## config.mk

```make
export PLATFORM = sky130hd
export DESIGN_NAME = guess_ctrl
export DESIGN_NICKNAME = d
export VERILOG_FILES = /design/src/rtl/guess_pkg.sv /design/src/rtl/btn_sync.sv /design/src/rtl/guess_ctrl.sv
export SDC_FILE = /design/constraint.sdc
export NUM_CORES = 1
export LEC_CHECK = 0
export CAP_MARGIN = 20
export CORE_ASPECT_RATIO = 1.75
export CORE_MARGIN = 2
export CORE_UTILIZATION = 46
export DETAILED_ROUTE_END_ITERATION = 16
export PLACE_DENSITY = 0.72
export SYNTH_ARGS = -nofsm -noshare
export SYNTH_HDL_FRONTEND = slang
export SYNTH_SLANG_ARGS = --single-unit
```

## constraint.sdc

```tcl
create_clock -name clk -period 1.4 [get_ports clk]
set_clock_uncertainty 0.2 [all_clocks]
set_input_delay 0.28 -clock clk [delete_from_list [all_inputs] [get_ports clk]]
set_output_delay 0.28 -clock clk [all_outputs]
set_load 0.02 [all_outputs]
```

## src/rtl/guess_pkg.sv

```systemverilog
// Shared encodings and constants for the number-guessing game pipeline.
// The state encoding is also consumed by the downstream hint/flag stage.
package guess_pkg;

    typedef enum logic [1:0] {
        ST_IDLE = 2'b00,
        ST_PLAY = 2'b01,
        ST_WIN  = 2'b10,
        ST_LOSE = 2'b11
    } state_t;

    localparam int         DEFAULT_MAX_TRIES = 5;
    localparam logic [4:0] DEFAULT_LFSR_SEED = 5'b00001;

    // Feedback taps for x^5 + x^3 + 1 on a left-shifting register.
    localparam int LFSR_TAP_HI = 4;
    localparam int LFSR_TAP_LO = 2;

    function automatic logic [4:0] lfsr_step(input logic [4:0] cur);
        return {cur[3:0], cur[LFSR_TAP_HI] ^ cur[LFSR_TAP_LO]};
    endfunction

endpackage

```

## src/rtl/btn_sync.sv

```systemverilog
// Two-flop synchroniser for a raw push-button followed by a rising-edge detector;
// emits a single-cycle pulse per press no matter how long the button is held.
module btn_sync (
    input  logic clk,
    input  logic reset,
    input  logic btn,
    output logic pulse
);

    logic sync1_reg;
    logic sync2_reg;
    logic prev_reg;

    always_ff @(posedge clk or posedge reset) begin
        if (reset) begin
            sync1_reg <= 1'b0;
            sync2_reg <= 1'b0;
            prev_reg  <= 1'b0;
        end else begin
            sync1_reg <= btn;
            sync2_reg <= sync1_reg;
            prev_reg  <= sync2_reg;
        end
    end

    assign pulse = sync2_reg & ~prev_reg;

endmodule

```

## src/rtl/guess_ctrl.sv

```systemverilog
// Game-control stage: button conditioning, secret-number LFSR, guess latch,
// remaining-tries counter and the IDLE/PLAY/WIN/LOSE state machine.
module guess_ctrl
    import guess_pkg::*;
#(
    parameter int         MAX_TRIES = DEFAULT_MAX_TRIES,
    parameter logic [4:0] LFSR_SEED = DEFAULT_LFSR_SEED
) (
    input  logic       clk,
    input  logic       reset,
    input  logic       btn_start,
    input  logic       btn_guess,
    input  logic [4:0] sw_guess,
    output logic [1:0] state,
    output logic [4:0] userguess,
    output logic [4:0] RnG,
    output logic [2:0] triesLED
);

    localparam logic [2:0] TRIES_FULL = 3'(MAX_TRIES);

    // Index 0 is start, index 1 is guess.
    logic [1:0] btn_raw;
    logic [1:0] btn_pulse;

    assign btn_raw = {btn_guess, btn_start};

    generate
        for (genvar gi = 0; gi < 2; gi++) begin : g_btn
            btn_sync u_btn_sync (
                .clk   (clk),
                .reset (reset),
                .btn   (btn_raw[gi]),
                .pulse (btn_pulse[gi])
            );
        end
    endgenerate

    logic start_pulse;
    logic guess_pulse;

    assign start_pulse = btn_pulse[0];
    assign guess_pulse = btn_pulse[1];

    state_t     state_reg;
    logic [4:0] userguess_reg;
    logic [4:0] rng_reg;
    logic [2:0] tries_reg;
    logic [4:0] lfsr_reg;
    logic [4:0] sw_sync1_reg;
    logic [4:0] sw_sync2_reg;

    always_ff @(posedge clk or posedge reset) begin
        if (reset) begin
            state_reg     <= ST_IDLE;
            userguess_reg <= 5'd0;
            rng_reg       <= 5'd0;
            tries_reg     <= TRIES_FULL;
            lfsr_reg      <= LFSR_SEED;
            sw_sync1_reg  <= 5'd0;
            sw_sync2_reg  <= 5'd0;
        end else begin
            lfsr_reg     <= lfsr_step(lfsr_reg);
            sw_sync1_reg <= sw_guess;
            sw_sync2_reg <= sw_sync1_reg;

            // Start outranks guess in every state, so a coincident guess is dropped.
            unique case (state_reg)
                ST_IDLE: begin
                    if (start_pulse) begin
                        rng_reg       <= lfsr_reg;
                        tries_reg     <= TRIES_FULL;
                        userguess_reg <= 5'd0;
                        state_reg     <= ST_PLAY;
                    end
                end
                ST_PLAY: begin
                    if (start_pulse) begin
                        state_reg <= ST_IDLE;
                        tries_reg <= TRIES_FULL;
                    end else if (guess_pulse) begin
                        userguess_reg <= sw_sync2_reg;
                        if (sw_sync2_reg == rng_reg) begin
                            state_reg <= ST_WIN;
                        end else if (tries_reg == 3'd1) begin
                            tries_reg <= 3'd0;
                            state_reg <= ST_LOSE;
                        end else begin
                            tries_reg <= tries_reg - 3'd1;
                        end
                    end
                end
                ST_WIN, ST_LOSE: begin
                    if (start_pulse) begin
                        state_reg <= ST_IDLE;
                        tries_reg <= TRIES_FULL;
                    end
                end
            endcase
        end
    end

    assign state     = state_reg;
    assign userguess = userguess_reg;
    assign RnG       = rng_reg;
    assign triesLED  = tries_reg;

endmodule

```

==> impl_metrics.csv, run 1 <==
group,metric,value,unit
grt,grt_pass1_vias,1055,
worst_setup_path,crit_slowest_cell,"dfrtp_2",
clock_tree,cts_buffers,5,
cells_and_area,drive_gt1_share,56.3,%
synth,async_reset_ff_share,100,%
placed_design,place_congestion,0.781,
synth,syn_nets,108,
timing,finalHoldViolations,0,
drt,drtIter0Drc,8,
synth,synth_top_area_share,60.4,%
floorplanning,rows,26,
clock_tree,hold_buffers,0,
drt,route.detailed.drc,0,
worst_setup_path,critPathCaptureType,"flip-flop",
timing,finalSetupViolCount,18,
cells_and_area,nFillCells,201,
synth,ys_ff_latch,36,
run_status,status,"finished, violations left",
clock_tree,cts_tree,"built",
floorplanning,dieArea,0.00344,mm²
floorplanning,ioPinCount,24,
drt,via_per_inst,5.20,
synth,synth_ff_type,"dfrtp_1",
synth,synthMuxAreaShare,7.78,%
drt,num_vias,930,
floorplanning,core-area,0.00286,mm²
worst_setup_path,crit_path_max_incr_delay,0.43,ns
timing,max_freq,0.655,GHz
clock_tree,htree_levels,2,
synth,syn_area,0.00137,mm²
worst_setup_path,crit_family,"flip-flops",
grt,antenna_found_initial,0,
drt,finalWirelength,2.78,mm
clock_tree,clkTransAtPathRegs,0.06,ns
synth,ys_seq_area_share,66.2,%
synth,synth_compound_area_share,7.97,%
worst_setup_path,path_max_fanout,2,
synth,avgSynthCellArea,14.1,µm²
synth,synth_top_family_by_area,"simple AND/OR/NAND/NOR gates",
floorplanning,start_util,47.7,%
synth,synth_most_common_cell,"dfrtp_1",
cells_and_area,finalNetCount,161,
synth,ys_warn_count,0,
worst_setup_path,cp.arrival,1.52,ns
grt,grt_start_max_net_pins,37,
synth,synth_fa_ha_area_share,1.83,%
pwr,vdd_drop_max,0.00110,V
pwr,power.total,2.54,mW
drt,first_pass_iters,2,
timing,report.final.slew_viol_count,0,
synth,synth_cells,97,
pwr,p_per_area,1240,mW/mm²
timing,final.setup.tns,-1.31,ns
run_status,violations,"setup timing",
clock_tree,root_buffer,"clkbuf_8",
clock_tree,clock_sinks,36,
worst_setup_path,path_buf_inv,0,
synth,ys_top_cells_by_count,"dfrtp_1, inv_1, nand2_1",
synth,synth_edf_count,0,
clock_tree,clk_path_buf_depth,2,
placed_design,dpl.hpwl,1.96,mm
timing,slew_headroom,83.6,%
synth,netlist_top_cells_area,"dfrtp_1, dfstp_2, mux2_1",
worst_setup_path,crit_chain,"xor2_2 > or2_4 > o211a_1 > a211oi_2",
synth,yosysTopAreaCell,"dfrtp_1",
timing,rsz0062_at_grt,"true",
timing,fin_crit_sh,109,%
flow_run,drv_cap,0,
pwr,p_leak,0.962,nW
worst_setup_path,start_kind,"flip-flop",
grt,grt_remaining_overflow,0,
synth,synth_xor_area_share,3.85,%
drt,wl_per_cell,15.5,µm
synth,synth.distinct_cells,32,
synth,synthSimpleGateAreaFrac,9.89,%
min_path,hold_class,"reg2reg",
worst_setup_path,cp.required,1.40,ns
timing,period_needed,1.53,ns
grt,grtUsageTotal,20.0,%
worst_setup_path,worstSetupPathType,"reg2reg",
placed_design,portBuffers,23,
cells_and_area,area_growth,50.5,%
cells_and_area,diodes,0,
grt,grt_pass1_wl,4.90,mm
floorplanning,die_x,45.2,µm
clock_tree,insertion_delay,0.28,ns
drt,ant_nets,0,
timing,setup_slack,-0.126,ns
timing,worst_pin_slew,0.246,ns
floorplanning,dieHeight,76.1,µm
-- cells by family after synthesis --
group,count (synthesis)
AO/OA/AOI/OAI,13
adder cells (fa/ha/maj),2
flip-flops,36
XOR/XNOR,6
AND/OR/NAND/NOR,21
buffers and inverters,9
multiplexers,10
-- where the power goes --
part	internal (mW)	switching (mW)	total, mW
Sequential	1.13	0.0632	1.20
Clock	0.448	0.325	0.773
Combinational	0.284	0.289	0.573
Total	1.87	0.677	2.54
-- what timing repair did --
action / 4_1_cts / 5_1_grt
buffers inserted: 7 / 2
pin swaps: 12 / 9
endpoints found under the setup margin: 30 / 24
cloned: 0 / 0
gates resized for setup: 89 / 14
-- per-layer routing --
layer  track usage [%]  up-vias  share of wire (%)
li1                  -      429                  -
met1              20.8      470                 34
met2              33.6       23                 59
met3              5.92        8                3.1
met4              11.2        0                3.9
met5                 0        -                  0
-- per-stage QoR --
| step | instances | utilization [%] | setup slack [ns] | cell area [µm²] | hold slack (ns) |
|---|---|---|---|---|---|
| 6_report | 179 | 71.9 | -0.126 | 2060 | 0.149 |
| 5_1_grt | 179 | 71.9 | -0.190 | 2060 | 0.162 |
| 4_1_cts | 177 | 70.2 | -0.151 | 2010 | 0.152 |
| 3_5_place_dp | 162 | 62.4 | -0.189 | 1790 | 0.138 |
| 3_3_place_gp | 162 | 62.4 | -0.175 | 1790 | 0.132 |
| 2_1_floorplan | 97 | - | -0.0659 | 1390 | 0.111 |
-- cell usage in the layout, fill, tap and decap left out, types with 2 or more instances in the layout --
cell type	n
or2_4	2
clkbuf_8	7
buf_2	9
xor2_1	2
clkdlybuf4s50_1	8
ha_4	2
a211oi_2	2
nand3_2	2
a31oi_1	2
buf_12	2
nand2_1	6
mux2i_1	5
buf_4	16
dfrtp_1	26
xnor2_2	3
dfstp_2	3
nor2_1	2
mux2_4	5
buf_6	11
inv_1	8
dfrtp_2	7
-- cell type report --
| type | count | area [µm²] | share of cell area [%] |
|---|---|---|---|
| repair buffers | 46 | 409 | 19.9 |
| well taps | 28 | 35.0 | 1.70 |
| clock buffers | 8 | 100 | 4.87 |
| flip-flops and latches | 36 | 913 | 44.4 |
| inverters | 9 | 33.8 | 1.64 |
| multi-input cells | 52 | 566 | 27.5 |
-- final timing paths --
check                                start  slack [ns]                             to  cells past startpoint
hold reg to reg            sw_sync1_reg[3]        0.15                sw_sync2_reg[3]                      0
setup reg to reg                    RnG[0]       -0.13                    triesLED[1]                      4
min in group asynchronous            reset        0.16  g_btn[0].u_btn_sync.sync2_reg                      3
setup / recovery                    RnG[0]       -0.13                    triesLED[1]                      4
hold / removal             sw_sync1_reg[3]        0.15                sw_sync2_reg[3]                      0
max in group asynchronous            reset        0.59                    triesLED[2]                      3
No activity file was read; power rests on OpenSTA's default activity.
==> inputs of run 2 (changes only) <==
Settings changed: REMOVE_ABC_BUFFERS set to 1.
==> run 2 against run 1 <==
Compared with the run above:
- the run still ends with setup timing left
- routed wire length shrank 4.0%
- clock-buffer cell count shrank 1
- worst setup slack lost 0.0056 ns
- via count shrank 3.8%
- combinational power shrank 7.7%
- global-route usage shrank 1.8 points
- critical path depth is the same
- cell count shrank 0.56%
- sequential cell count is the same
- first-iteration DRC count shrank 25%
- non-clock buffer count shrank 1
- die area is the same
- critical path type unchanged
- highest routed layer unchanged
==> impl_metrics.csv, run 2 (synthesis results as in run 1) <==
group,metric,value,unit
grt,antenna_found_initial,0,
run_status,violations,"setup timing",
cells_and_area,nFillCells,207,
grt,grtUsageTotal,18.2,%
timing,slew_headroom,80.0,%
drt,top_layer,"met4",
timing,finalHoldViolations,0,
timing,rsz0062_at_grt,"true",
drt,via_per_inst,5.03,
drt,wirelength_met1,941,µm
drt,num_vias,895,
placed_design,place_congestion,0.797,
drt,wl_met3,94,µm
pwr,power.total,2.70,mW
drt,route.detailed.drc,0,
placed_design,dpl.hpwl,1.80,mm
worst_setup_path,critPathCaptureType,"flip-flop",
clock_tree,clk_path_buf_depth,2,
pwr,clkPwrFrac,36.1,%
floorplanning,core-area,0.00286,mm²
timing,period_needed,1.53,ns
worst_setup_path,crit_path_max_incr_delay,0.37,ns
pwr,vdd_drop_max,0.00122,V
min_path,hold_path_depth,0,
drt,ant_nets,0,
clock_tree,root_buffer,"clkbuf_8",
timing,finalSetupViolCount,18,
worst_setup_path,reg2reg_from,"g_btn[0].u_btn_sync.prev_reg",
cells_and_area,final_common_cell,"dfrtp_1",
timing,worst_pin_slew,0.300,ns
grt,grt_pass1_vias,951,
cells_and_area,layout_common_cells,"dfrtp_1, buf_4, buf_6",
placed_design,place_worst_setup_slack,-0.190,ns
timing,fin_crit_sh,109,%
pwr,swShare,25.3,%
clock_tree,cts_tree,"built",
drt,drtIter0Drc,6,
timing,max_freq,0.653,GHz
cells_and_area,area_growth,48.2,%
pwr,p_seq_share,44.3,%
timing,final.setup.tns,-1.09,ns
worst_setup_path,r2r_end,"userguess[1]",
floorplanning,ioPinCount,24,
cells_and_area,fin_util,70.7,%
worst_setup_path,r2r_slack,-0.13,ns
floorplanning,dieHeight,76.1,µm
placed_design,portBuffers,23,
floorplanning,dieArea,0.00344,mm²
pwr,intPower,2.02,mW
drt,wl_met2,1.53,mm
worst_setup_path,path_max_fanout,5,
worst_setup_path,crit_chain,"nand2b_4 > or2_4 > a21oi_4 > mux2i_1",
worst_setup_path,crit_slowest_cell,"dfrtp_1",
floorplanning,rows,26,
min_path,hold_class,"reg2reg",
clock_tree,cts_buffers,5,
timing,report.final.slew_viol_count,0,
clock_tree,clkTransAtPathRegs,0.07,ns
run_status,status,"finished, violations left",
grt,grt_remaining_overflow,0,
worst_setup_path,worstSetupPathType,"reg2reg",
clock_tree,clock_sinks,36,
min_path,min_from,"g_btn[0].u_btn_sync.sync1_reg",
cells_and_area,diodes,0,
floorplanning,die_x,45.2,µm
drt,first_pass_iters,3,
cells_and_area,finalNonFillerCells,178,
pwr,combinationalPowerShare,19.6,%
clock_tree,htree_levels,2,
cells_and_area,finalNetCount,160,
worst_setup_path,cp.arrival,1.54,ns
clock_tree,insertion_delay,0.28,ns
min_path,holdPathEnd,"g_btn[0].u_btn_sync.sync2_reg",
flow_run,drv_cap,0,
pwr,switchingPower,0.682,mW
pwr,p_leak,0.968,nW
timing,setup_slack,-0.131,ns
drt,finalWirelength,2.67,mm
grt,grt_start_max_net_pins,37,
drt,wl_per_cell,15.0,µm
worst_setup_path,start_kind,"flip-flop",
grt,grt_pass1_wl,4.36,mm
pwr,p_per_area,1330,mW/mm²
cells_and_area,drive_gt1_share,49.3,%
worst_setup_path,rr_worst_depth,4,
floorplanning,start_util,47.7,%
worst_setup_path,cp.required,1.41,ns
placed_design,place_inst,161,
==> run 2: worst max-delay path by stage <==
stage / to / slack [ns] / start / depth (start not counted)
final: userguess[1] / -0.13 / g_btn[0].u_btn_sync.prev_reg / 4
after global routing: userguess[4] / -0.19 / g_btn[0].u_btn_sync.prev_reg / 4
after CTS: userguess[1] / -0.16 / g_btn[0].u_btn_sync.prev_reg / 4
after global placement: triesLED[2] / -0.18 / triesLED[2] / 1
after floorplan: triesLED[1] / -0.18 / RnG[0] / 4
after detailed placement: state[1] / -0.19 / state[1] / 1
==> run 2: power groups by stage <==
stage	Clock, mW	Combinational [mW]	Sequential [mW]
detailed placement	0	0.508	1.21
global route	1.04	0.579	1.20
CTS	0.994	0.534	1.19
finish	0.975	0.529	1.20
floorplan	0	0.178	1.29
global placement	0	0.498	1.20
==> run 2: cell type report <==
cell class	instances	area (µm²)	share of cell area [%]
Sequential cell	36	907	44.8
Clock inverter	1	30.0	1.48
Tap cell	28	35.0	1.73
Multi-Input combinational cell	52	526	26.0
Clock buffer	7	96.3	4.76
Timing Repair Buffer	45	397	19.6
Inverter	9	33.8	1.67
==> run 2: through the flow <==
stage                     hold slack, ns  cell area, µm²
after floorplan                    0.111            1370
after global placement             0.132            1740
after detailed placement           0.135            1740
after CTS                          0.141            1970
after global routing               0.152            2020
final                              0.138            2020
==> run 2: per-layer routing <==
layer / global-route usage, % / vias to the layer above
met5: 0 / -
met3: 4.98 / 10
met2: 30.0 / 23
met4: 9.71 / 0
met1: 20.1 / 433
li1: - / 429
==> run 2: what timing repair did <==
action | CTS | global route
setup buffers | 6 | 3
hold buffers | 0 | 0
pin swaps | 18 | 3
gates cloned | 0 | 0
setup endpoints to repair | 30 | 23
gates resized for setup | 90 | 10
==> run 2: critical path, delay by kind of cell (launching register included) <==
kind / cells / cell delay [ns]
AO/OA/AOI/OAI: 1 / 0.25
flip-flops: 1 / 0.37
multiplexers: 1 / 0.23
AND/OR/NAND/NOR: 2 / 0.40
==> inputs of run 3 (changes only) <==
Settings changed: CAP_MARGIN 20 to 25.
==> results of run 3 <==
No change in the layout: final DEF, timing and power equal those of run 2.
